$ cat src/rtl/risc16_boot_loader_if.sv
// Byte-stream and instruction-memory write bundle between the boot loader and its surroundings.
// slave = loader side, master = byte source / imem / core side.
interface risc16_boot_loader_if;
  logic        rx_valid;
  logic [7:0]  rx_data;
  logic        rx_ready;
  logic [15:0] m_addr;
  logic [15:0] m_din;
  logic        m_we;
  logic        cpu_rst;
  logic        busy;
  logic        done;
  logic        err;

  modport slave (
    input  rx_valid, rx_data,
    output rx_ready, m_addr, m_din, m_we, cpu_rst, busy, done, err
  );

  modport master (
    output rx_valid, rx_data,
    input  rx_ready, m_addr, m_din, m_we, cpu_rst, busy, done, err
  );
endinterface

$ cat src/rtl/risc16_boot_loader.sv
// Framed byte-stream loader: SYNC, LEN_H, LEN_L, {hi,lo} words, CHK -> imem writes.
// Holds the core in reset until a frame with a matching mod-256 checksum has been loaded.
module risc16_boot_loader #(
  parameter logic [15:0] BASE_ADDR   = 16'h0000,
  parameter int unsigned MAX_WORDS   = 32768,
  parameter int unsigned TIMEOUT_CYC = 100000,
  parameter logic [7:0]  SYNC_BYTE   = 8'hA5
) (
  input  logic                 clk,
  input  logic                 rst,
  risc16_boot_loader_if.slave  bus
);
  localparam int unsigned   TW       = (TIMEOUT_CYC > 1) ? $clog2(TIMEOUT_CYC + 1) : 1;
  localparam logic [TW-1:0] TMO_LAST = (TIMEOUT_CYC == 0) ? '0 : TW'(TIMEOUT_CYC - 1);

  typedef enum logic [2:0] {
    S_IDLE, S_LEN_H, S_LEN_L, S_DATA_H, S_DATA_L, S_CHK, S_RUN, S_ERR
  } state_e;

  state_e        state_q;
  logic [7:0]    len_h_q;
  logic [7:0]    hi_q;
  logic [7:0]    sum_q;
  logic [15:0]   words_q;
  logic [15:0]   waddr_q;
  logic [15:0]   m_addr_q;
  logic [15:0]   m_din_q;
  logic [TW-1:0] idle_q;
  logic          m_we_q;
  logic          cpu_rst_q;
  logic          done_q;
  logic          err_q;
  logic          rx_ready_q;

  logic          acc;
  logic          busy;
  logic [15:0]   len_d;
  logic [7:0]    sum_d;

  assign acc   = bus.rx_valid & rx_ready_q;
  assign busy  = (state_q == S_LEN_H) || (state_q == S_LEN_L) || (state_q == S_DATA_H) ||
                 (state_q == S_DATA_L) || (state_q == S_CHK);
  assign len_d = {len_h_q, bus.rx_data};
  assign sum_d = sum_q + bus.rx_data;

  always_ff @(posedge clk) begin
    if (rst) begin
      state_q    <= S_IDLE;
      len_h_q    <= '0;
      hi_q       <= '0;
      sum_q      <= '0;
      words_q    <= '0;
      waddr_q    <= BASE_ADDR;
      m_addr_q   <= BASE_ADDR;
      m_din_q    <= '0;
      idle_q     <= '0;
      m_we_q     <= 1'b0;
      cpu_rst_q  <= 1'b1;
      done_q     <= 1'b0;
      err_q      <= 1'b0;
      rx_ready_q <= 1'b1;
    end else begin
      m_we_q <= 1'b0;

      // Inter-byte idle timer only runs while a frame is open; any accepted byte reloads it.
      if (busy && !acc && (TIMEOUT_CYC != 0) && (idle_q == TMO_LAST)) begin
        state_q <= S_ERR;
        err_q   <= 1'b1;
        idle_q  <= '0;
      end else if (busy) begin
        idle_q <= acc ? '0 : idle_q + TW'(1);
      end else begin
        idle_q <= '0;
      end

      if (acc) begin
        case (state_q)
          S_IDLE, S_ERR: begin
            if (bus.rx_data == SYNC_BYTE) begin
              state_q <= S_LEN_H;
              sum_q   <= '0;
              err_q   <= 1'b0;
              waddr_q <= BASE_ADDR;
            end
          end
          S_LEN_H: begin
            len_h_q <= bus.rx_data;
            sum_q   <= sum_d;
            state_q <= S_LEN_L;
          end
          S_LEN_L: begin
            sum_q   <= sum_d;
            words_q <= len_d;
            if (32'(len_d) > MAX_WORDS) begin
              state_q <= S_ERR;
              err_q   <= 1'b1;
            end else if (len_d == 16'd0) begin
              state_q <= S_CHK;
            end else begin
              state_q <= S_DATA_H;
            end
          end
          S_DATA_H: begin
            hi_q    <= bus.rx_data;
            sum_q   <= sum_d;
            state_q <= S_DATA_L;
          end
          S_DATA_L: begin
            sum_q    <= sum_d;
            m_we_q   <= 1'b1;
            m_din_q  <= {hi_q, bus.rx_data};
            m_addr_q <= waddr_q;
            waddr_q  <= waddr_q + 16'd2;
            words_q  <= words_q - 16'd1;
            state_q  <= (words_q == 16'd1) ? S_CHK : S_DATA_H;
          end
          S_CHK: begin
            if (bus.rx_data == sum_q) begin
              state_q    <= S_RUN;
              cpu_rst_q  <= 1'b0;
              done_q     <= 1'b1;
              rx_ready_q <= 1'b0;
            end else begin
              state_q <= S_ERR;
              err_q   <= 1'b1;
            end
          end
          default: ;
        endcase
      end
    end
  end

  assign bus.rx_ready = rx_ready_q;
  assign bus.m_addr   = m_addr_q;
  assign bus.m_din    = m_din_q;
  assign bus.m_we     = m_we_q;
  assign bus.cpu_rst  = cpu_rst_q;
  assign bus.busy     = busy;
  assign bus.done     = done_q;
  assign bus.err      = err_q;
endmodule

$ cat src/flat_wrapper.sv
// flat-port wrapper written by rule: the top's interface ports become plain ports
module risc16_boot_loader_flat 
#(
  parameter logic [15:0] BASE_ADDR   = 16'h0000,
  parameter int unsigned MAX_WORDS   = 32768,
  parameter int unsigned TIMEOUT_CYC = 100000,
  parameter logic [7:0]  SYNC_BYTE   = 8'hA5
)
  (clk, rst, bus_rx_valid, bus_rx_data, bus_rx_ready, bus_m_addr, bus_m_din, bus_m_we, bus_cpu_rst, bus_busy, bus_done, bus_err);
  risc16_boot_loader_if bus_i ();
  input  logic clk;
  input  logic rst;
  input wire logic [$bits(bus_i.rx_valid)-1:0] bus_rx_valid;
  input wire logic [$bits(bus_i.rx_data)-1:0] bus_rx_data;
  output wire logic [$bits(bus_i.rx_ready)-1:0] bus_rx_ready;
  output wire logic [$bits(bus_i.m_addr)-1:0] bus_m_addr;
  output wire logic [$bits(bus_i.m_din)-1:0] bus_m_din;
  output wire logic [$bits(bus_i.m_we)-1:0] bus_m_we;
  output wire logic [$bits(bus_i.cpu_rst)-1:0] bus_cpu_rst;
  output wire logic [$bits(bus_i.busy)-1:0] bus_busy;
  output wire logic [$bits(bus_i.done)-1:0] bus_done;
  output wire logic [$bits(bus_i.err)-1:0] bus_err;
  assign bus_i.rx_valid = bus_rx_valid;
  assign bus_i.rx_data = bus_rx_data;
  assign bus_rx_ready = bus_i.rx_ready;
  assign bus_m_addr = bus_i.m_addr;
  assign bus_m_din = bus_i.m_din;
  assign bus_m_we = bus_i.m_we;
  assign bus_cpu_rst = bus_i.cpu_rst;
  assign bus_busy = bus_i.busy;
  assign bus_done = bus_i.done;
  assign bus_err = bus_i.err;
  risc16_boot_loader #(.BASE_ADDR(BASE_ADDR), .MAX_WORDS(MAX_WORDS), .TIMEOUT_CYC(TIMEOUT_CYC), .SYNC_BYTE(SYNC_BYTE)) u_core (.clk(clk), .rst(rst), .bus(bus_i));
endmodule
$ cat config.mk
export PLATFORM = sky130hd
export DESIGN_NAME = risc16_boot_loader_flat
export DESIGN_NICKNAME = d
export VERILOG_FILES = /design/src/rtl/risc16_boot_loader_if.sv /design/src/rtl/risc16_boot_loader.sv /design/src/flat_wrapper.sv
export SDC_FILE = /design/constraint.sdc
export NUM_CORES = 1
export LEC_CHECK = 0
export ABC_AREA = 1
export CORE_UTILIZATION = 57
export DETAILED_ROUTE_END_ITERATION = 10
export PLACE_DENSITY = 0.88
export SKIP_LAST_GASP = 1
export SYNTH_ARGS = -nofsm -noshare
export SYNTH_HDL_FRONTEND = slang
export SYNTH_SLANG_ARGS = --single-unit
export TNS_END_PERCENT = 30
$ cat constraint.sdc
create_clock -name clk -period 4.4 [get_ports clk]
set_input_delay 0.88 -clock clk [delete_from_list [all_inputs] [get_ports clk]]
set_output_delay 0.88 -clock clk [all_outputs]
set_load 0.02 [all_outputs]
==> impl_metrics.yaml <==
worst_setup_path:
  cp_num_cells: 8
  critPathLaunchType: "primary input"
  reg2reg_from: "u_core.state_q[2]"
  cp_num_buf_inv: 3
  critPathKind: "in -> reg"
  critPathArrivalTime_ns: 3.15
  critical_path.max_stage_delay_ns: 0.60
  cp_common_cell: "inv_2"
  crit_chain: "clkdlybuf4s50_1 -> nand2_1 -> inv_2 -> nand2_4 -> inv_2 -> nand4_1 -> o21ai_0 -> nor2_1"
  critical_path.endpoint_type: "flop"
  critPathTopFamily: "buffers and inverters"
  rr_worst_depth: 7
  cp_max_fo: 49
  crit_required_ns: 4.68
  cp-startpoint: "bus_rx_valid"
  critPathSlowestCell: "inv_2"
timing:
  post-route-period-util_pct: 65.2
  setup_viol: 0
  fin_tns_setup_ns: 0
  min_period_ns: 2.87
  fin_skew_ns: 0.0184
  rsz0062_at_grt: "false"
  clock.fmax_mhz: 349
  final_hold_viol_count: 0
  max_slew.worst_pin.slew_ns: 1.23
  relSlewSlack_pct: 18.0
  slew_viol_final: 0
layout:
  postLayoutCellArea_um2: 6190
  diodes: 0
  areaGrowthSynthToFinish_pct: 11.8
  final_cell_mix: "nand2_1 (205), dfxtp_1 (110), a21oi_1 (98)"
  finalNonFillerCells: 970
  fin_nets: 860
  layout_commonest_cell: "nand2_1"
  finish.utilization_pct: 66.3
  n_fill_cell: 785
  seq_area_um2: 2200
  multi_input_area_um2: 2850
  layout-drive-gt1-share_pct: 5.83
yosys:
  synthAdderAreaFrac_pct: 2.85
  synth-edff-count: 0
  synth_top_family_by_area: "simple AND/OR/NAND/NOR gates"
  ys_warn_count: 0
  async_flop_share_pct: 0
  synthSimpleGateAreaFrac_pct: 30.0
  synthFlopType: "dfxtp_1"
  synth_fp_nets: 830
  synth_area_um2: 5530
  synth_area_per_cell_um2: 6.86
  ys_seq_elements: 110
  yosys.cell_types.count: 43
  synth_xor_xnor_area_share_pct: 1.90
  synth_compound_area_share_pct: 16.7
  syn_inst: 807
  synth.area.mux_share_pct: 0
  ys_seq_area_share_pct: 39.8
clocking:
  cts.repair.resized: 0
  cts_sinks: 110
  cts_root_buf: "clkbuf_8"
  clk-insertion-delay-late_ns: 0.38
  cts-hold-fix-buffers: 0
  clk_path_buf_depth: 2
  cts_tree: "yes"
  htreeDepth: 3
  path_clk_slew_ns: 0.11
  cts_buffers: 9
  post-cts-setup-buffer-count: 0
place:
  portBuffers: 47
  place_congestion: 0.962
  place_area_um2: 6010
  dp.cells: 955
  dp_hpwl_um: 9260
floorplanning:
  fp.dieW_um: 101
  rows: 35
  initial_core_util_pct: 59.3
  dieArea_um2: 10100
  core_area_um2: 9330
  ioPinCount: 49
  fp.dieH_um: 101
status:
  status: "finished, final reports clean"
routing:
  drtPass1Iterations: 5
  viasPerCell: 5.51
  routed_wirelength_um: 12900
  post-route-drc-count: 0
  wl_per_cell_um: 13.3
  dr.first_iter.drc_count: 363
  final_antenna_net_count: 0
  vias: 5348
worst_hold_path:
  min_from: "u_core.hi_q[7]"
  hold_depth: 2
  hp-class: "reg -> reg"
pwr:
  p_total_mw: 1.64
  p_leak_nw: 2.39
  ir_worst_vdd_v: 0.000173
  power_per_cell_area_nw_per_um2: 265
run:
  cap_violations: 0
grt:
  overflow: 0
  antenna_found_initial: 0
  grt_pass1_vias: 5023
  grt_max_degree: 51
  grt_usage_pct: 27.2
  grt_pass1_wl_um: 22300
## final cells by class
cell class / count / area share (%)
timing repair buffer: 48 / 7.65
multi-input combinational: 584 / 46.1
clock inverter: 6 / 0.910
inverter: 84 / 5.14
clock buffer: 9 / 2.00
sequential: 110 / 35.6
tap: 129 / 2.61
## routing by layer
metal | up-vias | global-route usage (%) | part of all wire, %
li1 | 2672 | - | -
met1 | 2449 | 34.6 | 44
met2 | 198 | 47.0 | 48
met3 | 29 | 4.16 | 6.0
met4 | 0 | 9.59 | 2.1
met5 | - | 0 | 0
## cells by family (layout without fill, tap and decap cells)
logic type	after synthesis	in the layout
other	1	1
buffers and inverters	113	147
and+or+nand+nor	386	386
adders and majority gates	12	12
xor gates and xnor gates	12	12
AOI/OAI and AO/OA	173	173
DFF	110	110
## power breakdown
part | internal (mW) | switching (mW) | leakage, nW | total (mW)
Combinational | 0.0224 | 0.0522 | 1.42 | 0.0746
Sequential | 0.996 | 0.000938 | 0.886 | 0.997
Clock | 0.212 | 0.354 | 0.0811 | 0.566
Total | 1.23 | 0.407 | 2.39 | 1.64
## per-stage QoR
stage | worst slack [ns] | hold WS (ns)
global route | 1.32 | 0.486
detailed placement | 1.16 | 0.448
floorplan | 2.34 | 0.430
CTS | 1.55 | 0.462
global placement | 1.21 | 0.443
finish | 1.53 | 0.460
## synthesized netlist by cell type (2+ instances only)
cell	number	area, µm²
inv_1	77	289
ha_1	11	138
nor2_4	2	22.5
inv_2	6	22.5
buf_4	6	45.0
o211ai_1	5	37.5
nand2_2	3	18.8
dfxtp_1	110	2200
clkbuf_1	13	48.8
nand2_1	205	769
nand3b_1	3	22.5
a21oi_1	98	490
buf_2	7	35.0
nor2_2	5	31.3
nand2_4	2	22.5
nor3_1	12	60.1
nand4_1	12	75.1
a21oi_2	4	35.0
or2_2	4	25.0
nor3b_1	2	15.0
a211oi_1	2	15.0
buf_6	3	33.8
a31oi_1	3	18.8
xor2_1	9	78.8
nand3_1	38	190
o21ai_0	56	280
xnor2_1	3	26.3
nor2_1	91	342
## worst paths after layout
kind / end / slack, ns
max: u_core.waddr_q[15] / 1.53
min: u_core.bus.m_din[15] / 0.46
max reg2reg: u_core.waddr_q[15] / 1.80
min reg2reg: u_core.bus.m_din[15] / 0.46
## state kept, by name, summed over array words and instances (netlist names)
register / cells
u_core.bus.cpu_rst: 1
u_core.bus.err: 1
u_core.bus.m_din: 16
u_core.bus.m_addr: 15
u_core.idle_q: 17
u_core.sum_q: 8
u_core.len_h_q: 8
u_core.bus.m_we: 1
u_core.waddr_q: 15
u_core.bus.done: 1
u_core.words_q: 16
u_core.state_q: 3
u_core.hi_q: 8
## worst min-delay path, stage by stage (launching register included)
cell and delay (ns):
dfxtp_1 0.32, nand2_1 0.06, a21oi_1 0.05
Note: power is estimated with default switching activity, not from simulation.
